===== src/rtl/axil_master_ctrl.sv =====
// axil_master_ctrl
// Single-outstanding AXI4-Lite master. Each command accepted on the cmd_* port
// becomes one AXI-Lite read or write. The slave's data and response are returned
// on the rsp_* port and held there until the response is consumed.
// Every output comes straight from a flop.
module axil_master_ctrl #(
  parameter int AXI_DATA_WIDTH = 32,
  parameter int AXI_ADDR_WIDTH = 32
) (
  input  logic                        aclk,
  input  logic                        aresetn,
  // command port
  input  logic                        cmd_valid,
  output logic                        cmd_ready,
  input  logic                        cmd_write,
  input  logic [AXI_ADDR_WIDTH-1:0]   cmd_addr,
  input  logic [AXI_DATA_WIDTH-1:0]   cmd_wdata,
  input  logic [AXI_DATA_WIDTH/8-1:0] cmd_wstrb,
  // response port
  output logic                        rsp_valid,
  input  logic                        rsp_ready,
  output logic                        rsp_write,
  output logic [AXI_DATA_WIDTH-1:0]   rsp_rdata,
  output logic [1:0]                  rsp_resp,
  output logic                        busy,
  // AXI-Lite master
  output logic [AXI_ADDR_WIDTH-1:0]   m_axil_awaddr,
  output logic                        m_axil_awvalid,
  input  logic                        m_axil_awready,
  output logic [AXI_DATA_WIDTH-1:0]   m_axil_wdata,
  output logic [AXI_DATA_WIDTH/8-1:0] m_axil_wstrb,
  output logic                        m_axil_wvalid,
  input  logic                        m_axil_wready,
  input  logic [1:0]                  m_axil_bresp,
  input  logic                        m_axil_bvalid,
  output logic                        m_axil_bready,
  output logic [AXI_ADDR_WIDTH-1:0]   m_axil_araddr,
  output logic                        m_axil_arvalid,
  input  logic                        m_axil_arready,
  input  logic [AXI_DATA_WIDTH-1:0]   m_axil_rdata,
  input  logic [1:0]                  m_axil_rresp,
  input  logic                        m_axil_rvalid,
  output logic                        m_axil_rready
);

  localparam int SW = AXI_DATA_WIDTH / 8;

  typedef enum logic [2:0] {IDLE, WR_REQ, WR_RESP, RD_REQ, RD_RESP, RSP} state_e;

  // All registered outputs, grouped so that reset and hold-by-default stay in one place.
  typedef struct packed {
    logic                      cmd_ready;
    logic [AXI_ADDR_WIDTH-1:0] awaddr;
    logic                      awvalid;
    logic [AXI_DATA_WIDTH-1:0] wdata;
    logic [SW-1:0]             wstrb;
    logic                      wvalid;
    logic                      bready;
    logic [AXI_ADDR_WIDTH-1:0] araddr;
    logic                      arvalid;
    logic                      rready;
    logic                      rsp_valid;
    logic                      rsp_write;
    logic [AXI_DATA_WIDTH-1:0] rsp_rdata;
    logic [1:0]                rsp_resp;
    logic                      busy;
  } out_t;

  state_e state_q, state_d;
  out_t   out_q, out_d;

  logic cmd_accept, aw_hs, w_hs, aw_done, w_done, b_hs, ar_hs, r_hs, rsp_hs;

  assign cmd_accept = (state_q == IDLE) && cmd_valid && out_q.cmd_ready;
  assign aw_hs      = out_q.awvalid && m_axil_awready;
  assign w_hs       = out_q.wvalid && m_axil_wready;
  // A write channel is done once its beat has been taken, now or on an earlier cycle.
  assign aw_done    = aw_hs || !out_q.awvalid;
  assign w_done     = w_hs || !out_q.wvalid;
  assign b_hs       = m_axil_bvalid && out_q.bready;
  assign ar_hs      = out_q.arvalid && m_axil_arready;
  assign r_hs       = m_axil_rvalid && out_q.rready;
  assign rsp_hs     = out_q.rsp_valid && rsp_ready;

  // State register and registered outputs. An asynchronous reset abandons any transfer in flight.
  // NOTE: use non-blocking (<=) in clocked blocks so all flops update together.
  always_ff @(posedge aclk or negedge aresetn) begin
    if (!aresetn) begin
      state_q <= IDLE;
      out_q   <= '0;
    end else begin
      state_q <= state_d;
      out_q   <= out_d;
    end
  end

  // Next-state logic: one transaction at a time, from acceptance to the consumed response.
  // NOTE: assign a default first in always_comb so no path leaves a latch behind.
  always_comb begin
    state_d = state_q;
    unique case (state_q)
      IDLE:    if (cmd_accept) state_d = cmd_write ? WR_REQ : RD_REQ;
      WR_REQ:  if (aw_done && w_done) state_d = WR_RESP;
      WR_RESP: if (b_hs) state_d = RSP;
      RD_REQ:  if (ar_hs) state_d = RD_RESP;
      RD_RESP: if (r_hs) state_d = RSP;
      RSP:     if (rsp_hs) state_d = IDLE;
      default: state_d = IDLE;
    endcase
  end

  // Next value of every registered output. Each output holds its value unless its own event occurs.
  always_comb begin
    out_d      = out_q;
    out_d.busy = (state_d != IDLE);
    unique case (state_q)
      IDLE: begin
        out_d.cmd_ready = !cmd_accept;
        if (cmd_accept) begin
          if (cmd_write) begin
            out_d.awaddr  = cmd_addr;
            out_d.wdata   = cmd_wdata;
            out_d.wstrb   = cmd_wstrb;
            out_d.awvalid = 1'b1;
            out_d.wvalid  = 1'b1;
          end else begin
            out_d.araddr  = cmd_addr;
            out_d.arvalid = 1'b1;
          end
        end
      end
      WR_REQ: begin
        if (aw_hs) out_d.awvalid = 1'b0;
        if (w_hs)  out_d.wvalid  = 1'b0;
        if (aw_done && w_done) out_d.bready = 1'b1;
      end
      WR_RESP: begin
        if (b_hs) begin
          out_d.bready    = 1'b0;
          out_d.rsp_valid = 1'b1;
          out_d.rsp_write = 1'b1;
          out_d.rsp_rdata = '0;
          out_d.rsp_resp  = m_axil_bresp;
        end
      end
      RD_REQ: begin
        if (ar_hs) begin
          out_d.arvalid = 1'b0;
          out_d.rready  = 1'b1;
        end
      end
      RD_RESP: begin
        if (r_hs) begin
          out_d.rready    = 1'b0;
          out_d.rsp_valid = 1'b1;
          out_d.rsp_write = 1'b0;
          out_d.rsp_rdata = m_axil_rdata;
          out_d.rsp_resp  = m_axil_rresp;
        end
      end
      RSP: begin
        if (rsp_hs) begin
          out_d.rsp_valid = 1'b0;
          out_d.cmd_ready = 1'b1;
        end
      end
      default: out_d = '0;
    endcase
  end

  assign cmd_ready      = out_q.cmd_ready;
  assign rsp_valid      = out_q.rsp_valid;
  assign rsp_write      = out_q.rsp_write;
  assign rsp_rdata      = out_q.rsp_rdata;
  assign rsp_resp       = out_q.rsp_resp;
  assign busy           = out_q.busy;
  assign m_axil_awaddr  = out_q.awaddr;
  assign m_axil_awvalid = out_q.awvalid;
  assign m_axil_wdata   = out_q.wdata;
  assign m_axil_wstrb   = out_q.wstrb;
  assign m_axil_wvalid  = out_q.wvalid;
  assign m_axil_bready  = out_q.bready;
  assign m_axil_araddr  = out_q.araddr;
  assign m_axil_arvalid = out_q.arvalid;
  assign m_axil_rready  = out_q.rready;

endmodule

===== config.mk =====
export PLATFORM = sky130hd
export DESIGN_NAME = axil_master_ctrl
export DESIGN_NICKNAME = d
export VERILOG_FILES = /design/src/rtl/axil_master_ctrl.sv
export SDC_FILE = /design/constraint.sdc
export NUM_CORES = 1
export LEC_CHECK = 0
export BUFFER_PORTS_ARGS = -buffer_cell sky130_fd_sc_hd__buf_2
export CAP_MARGIN = 20
export CORE_ASPECT_RATIO = 2
export CORE_UTILIZATION = 51
export DETAILED_ROUTE_END_ITERATION = 16
export GPL_TIMING_DRIVEN = 1
export PLACE_DENSITY = 0.86
export SLEW_MARGIN = 20
export SYNTH_ARGS = -nofsm -noshare
export SYNTH_HDL_FRONTEND = slang
export SYNTH_SLANG_ARGS = --single-unit

===== constraint.sdc =====
create_clock -name aclk -period 2.6 [get_ports aclk]
set_clock_uncertainty 0.2 [all_clocks]
set_input_delay 0.52 -clock aclk [delete_from_list [all_inputs] [get_ports aclk]]
set_output_delay 0.52 -clock aclk [all_outputs]
set_load 0.1 [all_outputs]

; After elaboration in Yosys (flattened, before gate mapping)
; Cells that the tools add are included.
[totals]
ff_bits = 146
inputBits = 114
output_inout_bits = 143
word_cells = 107
[classes]
n_eq_ne = 15
mux = 33
bitwise = 8
reduce_logical = 35
[op_table]
columns = operator, n
row1 = 70-bit 2-to-1 mux, 2
row2 = 32-bit case mux with 2 select lines, 2
row3 = 35-bit case mux with 3 select lines, 1
row4 = 36-bit case mux with 2 select lines, 1
row5 = 33-bit 2-to-1 mux, 2
row6 = 37-bit 2-to-1 mux, 1
row7 = 36-bit 2-to-1 mux, 1
row8 = 4-bit OR reduction, 6
row9 = 2-bit != test (second input constant), 10
row10 = 3-bit 2-to-1 mux, 6
row11 = 1-bit case mux with 3 select lines, 6
row12 = 3-bit case mux with 6 select lines, 1
row13 = 4-bit AND reduction, 4
row14 = 3-bit AND reduction, 5
row15 = 1-bit logical AND, 9
row16 = 1-bit NOT, 8
row17 = 1-bit 2-to-1 mux, 7
row18 = 3-bit by 2-bit == test with 1-bit output (second input constant), 2
row19 = 3-bit == test (second input constant), 2
row20 = 6-bit OR reduction, 1
row21 = 5-bit OR reduction, 1
row22 = 2-bit 2-to-1 mux, 2
row23 = 1-bit case mux with 4 select lines, 1
row24 = 3-bit by 1-bit == test with 1-bit output (second input constant), 1
row25 = 6 further kinds, 9

; Longest topological paths before layout
; Gate-level depths: netlist (run 1).
[logic_depth]
depth_word = 7
depth_mapped = 7
ltp_nobuf = 4

; Least setup slack after synthesis (run 1)
; OpenSTA, ideal clock, no wires.
[synth_timing]
path_type = reg2reg
from = reg out_q, in the netlist cmd_ready
to = reg out_q, in the netlist m_axil_awaddr[10]
setup_time_ns = 0.068
t_arrival_ns = 2.055
required_time_ns = 2.332
setup_slack_ns = 0.277
stages_incl_launch_ff = 7
path_buffers = 2
period_less_slack_ns = 2.323
cell_sequence = dfrtp_1 > and3b_1 > a32o_1 > buf_4 > buf_2 > nand3_1 > nand2_1
[synth_via]
elab_chain_len = 3
[synth_lines]
columns = element, line
row1 = from (decl), 70  ; out_t out_q, out_d;
row2 = from (signal assigned), 93  ; out_q <= out_d;
row3 = 1-bit logical AND, 74  ; assign cmd_accept = (state_q == IDLE) && cmd_valid && out_q.cmd_ready;
row4 = 2-bit != test (no line), -
row5 = 3-bit AND reduction (no line), -
; Every way passes these cells.
; A chain may end at the register's enable or synchronous reset.

; Worst setup path in the final report (run 1)
[layout_timing]
from = reg state_q[2]
to = reg out_q, in the netlist rsp_resp[1]
[layout_via]
elab_chain_len = 4
elab_cells_between_ends = 12
cone_classes = eq/ne (7) / mux (1) / bitwise (1) / reduce/logical (3)
[layout_lines]
columns = element, line
row1 = from (decl), 69  ; state_e state_q, state_d;
row2 = from (signal assigned), 92  ; state_q <= state_d;
row3 = "3-bit == test, or another cell as far along", 116  ; unique case (state_q)
row4 = 4-bit OR reduction (no line), -
row5 = 1-bit NOT (no line), -
row6 = 3-bit AND reduction (no line), -
; Several ways; a longest one is shown, not always the timed one.

==> flow_summary.ini, run 1 <==
[run_status]
status = complete, no violations

[clock_tree]
h-tree-depth = 4
ctsHoldBuffers = 1
clk_latency_ns = 0.41
cts_resized = 0
numCtsBuffers = 17
cts_tree = done
cts_setup_buffers = 0
cts-root-buf = clkbuf_16
cts_buffer_depth = 2
clk_pin_slew_worst_paths_ns = 0.06
cts_sinks = 146

[timing]
rsz0062_at_grt = false
setup_viol = 0
hold_viol = 0
min_period_ns = 2.261
tightest_slew_ns = 0.6272
relSlewSlack = 0.5818
max_clock_freq_ghz = 0.4423
finalMaxSlewViolations = 0
min_period_over_period = 0.8697
fin_ws_ns = 0.3389
setup_tns_ns = 0

[grt]
grt_pass1_wl_um = 26110
grt_max_degree = 55
grtUsageTotal = 0.2821
antenna_found_initial = 1
overflow = 0
grt_pass1_vias = 5381

[drt]
routed_wirelength_um = 16740
wl_per_cell_um = 16.68
drtAntennaViolNets = 0
vias = 5372
drt_drc_violations_left = 0
dr.pass1.iters = 5
avgViaCountPerCell = 5.351
first_iter_violations = 378

[finish]
seq_area_um2 = 3654
syn_to_final_growth_pct = 35.27
multi_input_area_um2 = 2004
fill_cells = 852
fin_area_um2 = 8080
layout_commonest_cell = buf_2
nNetsFinal = 964
layout_common_cells = 255 x buf_2, 150 x nand2_1, 146 x dfrtp_1
drive_above_1_share = 0.3624

[synth]
ys_ff_latch = 146
yosysTopAreaCell = dfrtp_1
ys_top_cells_by_area = dfrtp_1 61%, nand2_1 9.4%, nand3_1 8.6%
ys_seq_area_frac = 0.6116
synth_top_cell_area_share = 0.6116
avgSynthCellArea_um2 = 9.939
async_flop_share = 1.000
synthesis.instances = 601
synth-edff-count = 0
synth_ff_type = dfrtp_1
synthDistinctLibCells = 42
synth.cell_area_um2 = 5973
syn_nets = 715
ys_warn_count = 0

[worst_hold_path]
hold_path.startpoint = cmd_wdata[18]
hold_path.class = input pin to flop

[floorplan]
ios = 257
die_h_um = 155.1
start_util = 0.5261
rows = 55
core_area_um2 = 11350
die-area_um2 = 12180
fp.dieW_um = 78.53

[setup_path]
crit_path_max_fanout = 35
critPathCaptureType = flop
crit_start = state_q[2]$_DFF_PN0_
reg2reg_from = state_q[2]$_DFF_PN0_
cp_data_required_time_ns = 2.69
critPathMaxStageDelay_ns = 0.74
cp-start-kind = flop
crit_type = flop to flop
path_cells = nand3_1, o21bai_1, o21ai_2, buf_4, mux2_2
cp_num_buf_inv = 1
worst_path_max_delay_cell = dfrtp_1
cp_top_family = flip-flops
critPathArrivalTime_ns = 2.35

[place]
pre_cts_ws_ns = 0.3961
gp_congestion = 0.8924
portBuffers = 256
dpl_cell_area_um2 = 7457
hpwl_um = 11640

[flow_run]
maxCapViolations = 0
-- sequential cells by signal, indices dropped and copies added (netlist names) --
signal and count:
busy 1, cmd_ready 1, m_axil_araddr 32, m_axil_arvalid 1
m_axil_awaddr 32, m_axil_awvalid 1, m_axil_bready 1, m_axil_rready 1
m_axil_wdata 32, m_axil_wstrb 4, m_axil_wvalid 1, rsp_rdata 32
rsp_resp 2, rsp_valid 1, rsp_write 1, state_q 3
-- layout make-up --
class / instances / share of cell area
sequential: 146 / 0.4522
multi-input combinational: 375 / 0.2481
timing repair buffer: 273 / 0.1847
clock buffer: 18 / 0.05311
clock inverter: 12 / 0.02245
tap: 142 / 0.02199
inverter: 37 / 0.01719
antenna: 1 / 0.0003097
-- per-layer routing --
layer  vias to the layer above  GRT usage  share of wire
met3                        55    0.05982          0.054
met5                         -          0              0
met2                       250     0.4994           0.53
met4                         0     0.1746          0.049
met1                      2546     0.2985           0.37
li1                       2521          -              -
-- path summary, 6_finish.rpt --
kind / end / slack, ns / cells after the start
min in group asynchronous: m_axil_wdata[13]$_DFFE_PN0P_ / 0.42 / 2
max: rsp_resp[1]$_DFFE_PN0P_ / 0.34 / 5
max in group asynchronous: m_axil_awaddr[22]$_DFFE_PN0P_ / 1.16 / 3
min reg2reg: m_axil_wdata[11]$_DFFE_PN0P_ / 0.26 / 2
max reg2reg: rsp_resp[1]$_DFFE_PN0P_ / 0.34 / 5
min: m_axil_wdata[18]$_DFFE_PN0P_ / 0.12 / 3
-- worst register-to-register path: cells and delay by family, from the launching register on --
kind | cells | cell delay (ns)
AO/OA/AOI/OAI | 2 | 0.33
buffers and inverters | 1 | 0.27
flip-flops | 1 | 0.74
multiplexers | 1 | 0.32
AND/OR/NAND/NOR | 1 | 0.29
-- through the flow --
| stage | hold WS, ns | cells | utilization |
|---|---|---|---|
| floorplan | 0.02441 | 601 | - |
| global placement | 0.2440 | 972 | 0.6567 |
| detailed placement | 0.2497 | 972 | 0.6567 |
| CTS | 0.1087 | 1003 | 0.7114 |
| global route | 0.1155 | 1004 | 0.7116 |
| finish | 0.1216 | 1004 | 0.7116 |
-- kinds of logic (layout without fill, tap and decap cells) --
family	Yosys count	in the layout	synth area share
mux	1	1	0.001885
buf+inv	80	340	0.05676
other cells	0	1	0
compound gates	93	93	0.1142
flops	146	146	0.6116
simple gates	281	281	0.2155
-- synthesized netlist by cell type, drive strengths merged (2+ instances only) --
| master | instances |
|---|---|
| and3b | 3 |
| clkbuf | 15 |
| nand2b | 5 |
| inv | 37 |
| nor3 | 4 |
| a21boi | 2 |
| nand3 | 103 |
| and3 | 2 |
| and2 | 2 |
| nand2 | 150 |
| a211oi | 4 |
| buf | 28 |
| nor2b | 2 |
| a22o | 33 |
| dfrtp | 146 |
| nor2 | 4 |
| a21o | 3 |
| a21oi | 5 |
| o21ai | 35 |
| a22oi | 2 |
Power of run 1 is left out: the tool's default activity adds up to more than one toggle a clock period on the data nets, which glitch-free logic cannot reach.
==> run 2, diff against run 1 <==
==> constraint.sdc (replaced) <==
create_clock -name aclk -period 2.8 [get_ports aclk]
set_clock_uncertainty 0.2 [all_clocks]
set_input_delay 0.56 -clock aclk [delete_from_list [all_inputs] [get_ports aclk]]
set_output_delay 0.56 -clock aclk [all_outputs]
set_load 0.1 [all_outputs]
==> run 2 against run 1 <==
  * Clock-buffer cell count up 1
  * Wire length shrank 2.7%
  * Setup slack improved by 0.11 ns
  * Design area is essentially flat
  * Register-to-register slack gained 0.11 ns
  * Critical path type unchanged
  * Critical endpoint is now rsp_rdata[1]$_DFFE_PN0P_
  * Highest routed layer unchanged
==> flow_summary.ini, run 2 (synthesis results as in run 1) <==
[timing]
tightest_slew_ns = 0.6434
rsz0062_at_grt = false
min_period_ns = 2.353
relSlewSlack = 0.5697
setup_viol = 0
min_period_over_period = 0.8403
finalMaxSlewViolations = 0
setup_tns_ns = 0
hold_viol = 0
hold_slack_ns = 0.1577
max_clock_freq_ghz = 0.4250

[setup_path]
reg2reg_from = state_q[2]$_DFF_PN0_
cp-start-kind = flop
crit_start = state_q[2]$_DFF_PN0_
critPathCaptureType = flop
critPathArrivalTime_ns = 2.49
cp_data_required_time_ns = 2.94
crit_type = flop to flop
crit_path_max_fanout = 18

[clock_tree]
cts_tree = done
clk_latency_ns = 0.41
cts_resized = 0
clk_pin_slew_worst_paths_ns = 0.07
h-tree-depth = 4
cts_sinks = 146
numCtsBuffers = 17
cts_buffer_depth = 2
cts-root-buf = clkbuf_16

[grt]
grt_pass1_vias = 5336
grtUsageTotal = 0.2770
grt_max_degree = 60
overflow = 0
grt_pass1_wl_um = 25750
antenna_found_initial = 0

[floorplan]
start_util = 0.5261
rows = 55
core_area_um2 = 11350
die_h_um = 155.1
ios = 257
fp.dieW_um = 78.53
die-area_um2 = 12180

[drt]
drtAntennaViolNets = 0
first_iter_violations = 378
vias = 5396
dr.pass1.iters = 5
wl_per_cell_um = 16.23
drt_drc_violations_left = 0
avgViaCountPerCell = 5.375
routed_wirelength_um = 16290

[finish]
layout_commonest_cell = buf_2
layout_common_cells = 255 x buf_2, 150 x nand2_1, 146 x dfrtp_1
nNetsFinal = 963
drive_above_1_share = 0.3631
fin_util = 0.7111
syn_to_final_growth_pct = 35.17
antenna_cells = 0
final_cells = 1004

[place]
portBuffers = 256
hpwl_um = 11420
dp_cells = 971
gp_congestion = 0.8476

[run_status]
status = complete, no violations

[flow_run]
maxCapViolations = 0

[worst_hold_path]
hold_path.class = input pin to flop
hold_path.startpoint = cmd_wdata[16]
-- run 2: metal layers --
layer | part of all wire | up-vias | routed length (µm) | track usage
met5 | 0 | - | 0 | 0
met4 | 0.049 | 0 | 806 | 0.1684
met3 | 0.063 | 66 | 1025 | 0.06393
met2 | 0.53 | 275 | 8705 | 0.4799
met1 | 0.35 | 2536 | 5756 | 0.3008
li1 | - | 2519 | - | -
-- run 2: worst paths after layout --
kind                                            endpoint  slack (ns)  cells after the start
max reg2reg                     rsp_rdata[1]$_DFFE_PN0P_        0.45                      4
max in group asynchronous   m_axil_wdata[31]$_DFFE_PN0P_        1.31                      3
min reg2reg                m_axil_awaddr[31]$_DFFE_PN0P_        0.26                      2
min                         m_axil_wdata[16]$_DFFE_PN0P_        0.16                      3
max                             rsp_rdata[1]$_DFFE_PN0P_        0.45                      4
min in group asynchronous      m_axil_bready$_DFFE_PN0P_        0.46                      2
-- run 2: repair_timing --
item,CTS,global route
hold endpoints to repair,48,0
hold buffers,1,0
buffers inserted,0,0
-- run 2: final cells by class --
type | count | area [µm²]
well taps | 142 | 177.7
multi-input cells | 375 | 2004
clock inverters | 13 | 196.4
clock buffers | 19 | 442.9
repair buffers | 272 | 1460
flip-flops and latches | 146 | 3654
inverters | 37 | 138.9
fillers | 867 | 3281
-- run 2: stage by stage --
step	setup slack (ns)	instance area, µm²
after floorplan	0.4775	5973
after global placement	0.6145	7425
after detailed placement	0.5251	7425
after CTS	0.4612	8074
after global routing	0.3225	8074
final	0.4470	8074
-- run 2: worst max-delay path, cell delays in order, from the launching register on --
cell     delay (ns)
dfrtp_1        0.73
nand3_1        0.28
nor3_4         0.57
buf_4          0.32
a22o_1         0.18
Power of run 2 is left out for the same reason.
==> run 3, diff against run 2 <==
--- a/config.mk
+++ b/config.mk
@@ -8,10 +8,10 @@
 export BUFFER_PORTS_ARGS = -buffer_cell sky130_fd_sc_hd__buf_2
 export CAP_MARGIN = 20
 export CORE_ASPECT_RATIO = 2
-export CORE_UTILIZATION = 51
+export CORE_UTILIZATION = 48
 export DETAILED_ROUTE_END_ITERATION = 16
 export GPL_TIMING_DRIVEN = 1
-export PLACE_DENSITY = 0.86
+export PLACE_DENSITY = 0.82
 export SLEW_MARGIN = 20
 export SYNTH_ARGS = -nofsm -noshare
 export SYNTH_HDL_FRONTEND = slang
==> constraint.sdc (replaced) <==
create_clock -name aclk -period 2.4 [get_ports aclk]
set_clock_uncertainty 0.2 [all_clocks]
set_input_delay 0.48 -clock aclk [delete_from_list [all_inputs] [get_ports aclk]]
set_output_delay 0.48 -clock aclk [all_outputs]
set_load 0.1 [all_outputs]
==> run 3 against run 2 <==
  * Sequential cell count unchanged
  * Fmax up 12%
  * First-iteration DRC count down 38%
  * Hold slack worse by 0.079 ns
  * Critical path depth unchanged
  * Design area up 0.68%
==> flow_summary.ini, run 3 (synthesis results as in run 1) <==
[timing]
min_period_ns = 2.104
setup_viol = 0
hold_viol = 0
rsz0062_at_grt = false
max_clock_freq_ghz = 0.4754
tightest_slew_ns = 0.5429
setup_tns_ns = 0
relSlewSlack = 0.6353
finalMaxSlewViolations = 0
min_period_over_period = 0.8765

[setup_path]
cp-start-kind = flop
cp_data_required_time_ns = 2.48
crit_path_max_fanout = 15
crit_type = flop to flop
critPathArrivalTime_ns = 2.18
critPathCaptureType = flop

[grt]
antenna_found_initial = 1
grtUsageTotal = 0.2683
grt_max_degree = 69
grt_pass1_wl_um = 26370
overflow = 0
grt_pass1_vias = 5531

[floorplan]
die-area_um2 = 12920
rows = 57
start_util = 0.4927
core_area_um2 = 12120
die_h_um = 159.8
fp.dieW_um = 80.88
ios = 257

[clock_tree]
cts-root-buf = clkbuf_16
clk_pin_slew_worst_paths_ns = 0.06
cts_resized = 0
cts_tree = done
cts_buffer_depth = 2
numCtsBuffers = 17
cts_sinks = 146
h-tree-depth = 4
ctsHoldBuffers = 1
clk_latency_ns = 0.41
cts_setup_buffers = 0

[place]
dp_cells = 979
portBuffers = 256
gp_congestion = 0.8684
hpwl_um = 11740

[finish]
layout_commonest_cell = buf_2
fill_cells = 1013
drive_above_1_share = 0.3657
nNetsFinal = 966
syn_to_final_growth_pct = 36.09
final_cells = 1012
layout_common_cells = 255 x buf_2, 150 x nand2_1, 146 x dfrtp_1

[drt]
wl_per_cell_um = 16.43
avgViaCountPerCell = 5.318
drt_drc_violations_left = 0
vias = 5382
routed_wirelength_um = 16630
first_iter_violations = 236
drtAntennaViolNets = 0
dr.pass1.iters = 4

[worst_hold_path]
hold_path.class = input pin to flop

[flow_run]
maxCapViolations = 0

[run_status]
status = complete, no violations
run 3: cell types whose count changed in the layout (fill, tap and decap cells not counted), sizes merged:
cell	previous run	this run
buf	271	274
diode	0	1
clkinvlp	2	3
clkbuf	19	18
bufinv	4	3
run 3: area by class of cell:
cell class / count / area (µm²) / share of cell area
antenna: 1 / 2.502 / 0.0003078
clock buffer: 18 / 439.2 / 0.05402
clock inverter: 13 / 173.9 / 0.02139
inverter: 37 / 138.9 / 0.01708
multi-input combinational: 375 / 2004 / 0.2466
sequential: 146 / 3654 / 0.4494
tap: 147 / 183.9 / 0.02263
timing repair buffer: 275 / 1533 / 0.1885
run 3: final timing paths:
check | start | endpoint | slack [ns] | depth (start not counted)
max in group asynchronous | aresetn | m_axil_araddr[30]$_DFFE_PN0P_ | 0.99 | 3
min | cmd_wdata[20] | m_axil_wdata[20]$_DFFE_PN0P_ | 0.08 | 3
min reg2reg | m_axil_awaddr[5]$_DFFE_PN0P_ | m_axil_awaddr[5]$_DFFE_PN0P_ | 0.26 | 2
max reg2reg | state_q[2]$_DFF_PN0_ | busy$_DFF_PN0_ | 0.30 | 4
max | state_q[2]$_DFF_PN0_ | busy$_DFF_PN0_ | 0.30 | 4
min in group asynchronous | aresetn | m_axil_awaddr[11]$_DFFE_PN0P_ | 0.41 | 2
run 3: layer usage:
metal | global-route usage | routed length, µm
met1 | 0.2677 | 5789
met2 | 0.4798 | 9057
met3 | 0.05314 | 995
met4 | 0.1778 | 786
met5 | 0 | 0
run 3: per-stage QoR:
step                setup slack [ns]    util  cell area, µm²  hold slack [ns]
floorplan                    0.07749       -            5973         -0.01559
global placement              0.3724  0.6189            7503           0.2435
detailed placement            0.3222  0.6189            7503           0.2498
CTS                           0.3216  0.6703            8127          0.06745
global route                  0.2078  0.6705            8129          0.07424
finish                        0.2964  0.6705            8129          0.07853
run 3: critical path: stages, from the launching register on:
cell and delay, ns:
dfrtp_1 0.62, and3b_1 0.25, and2_4 0.16, nor4_4 0.29, or4b_1 0.46
Power of run 3 is left out for the same reason.
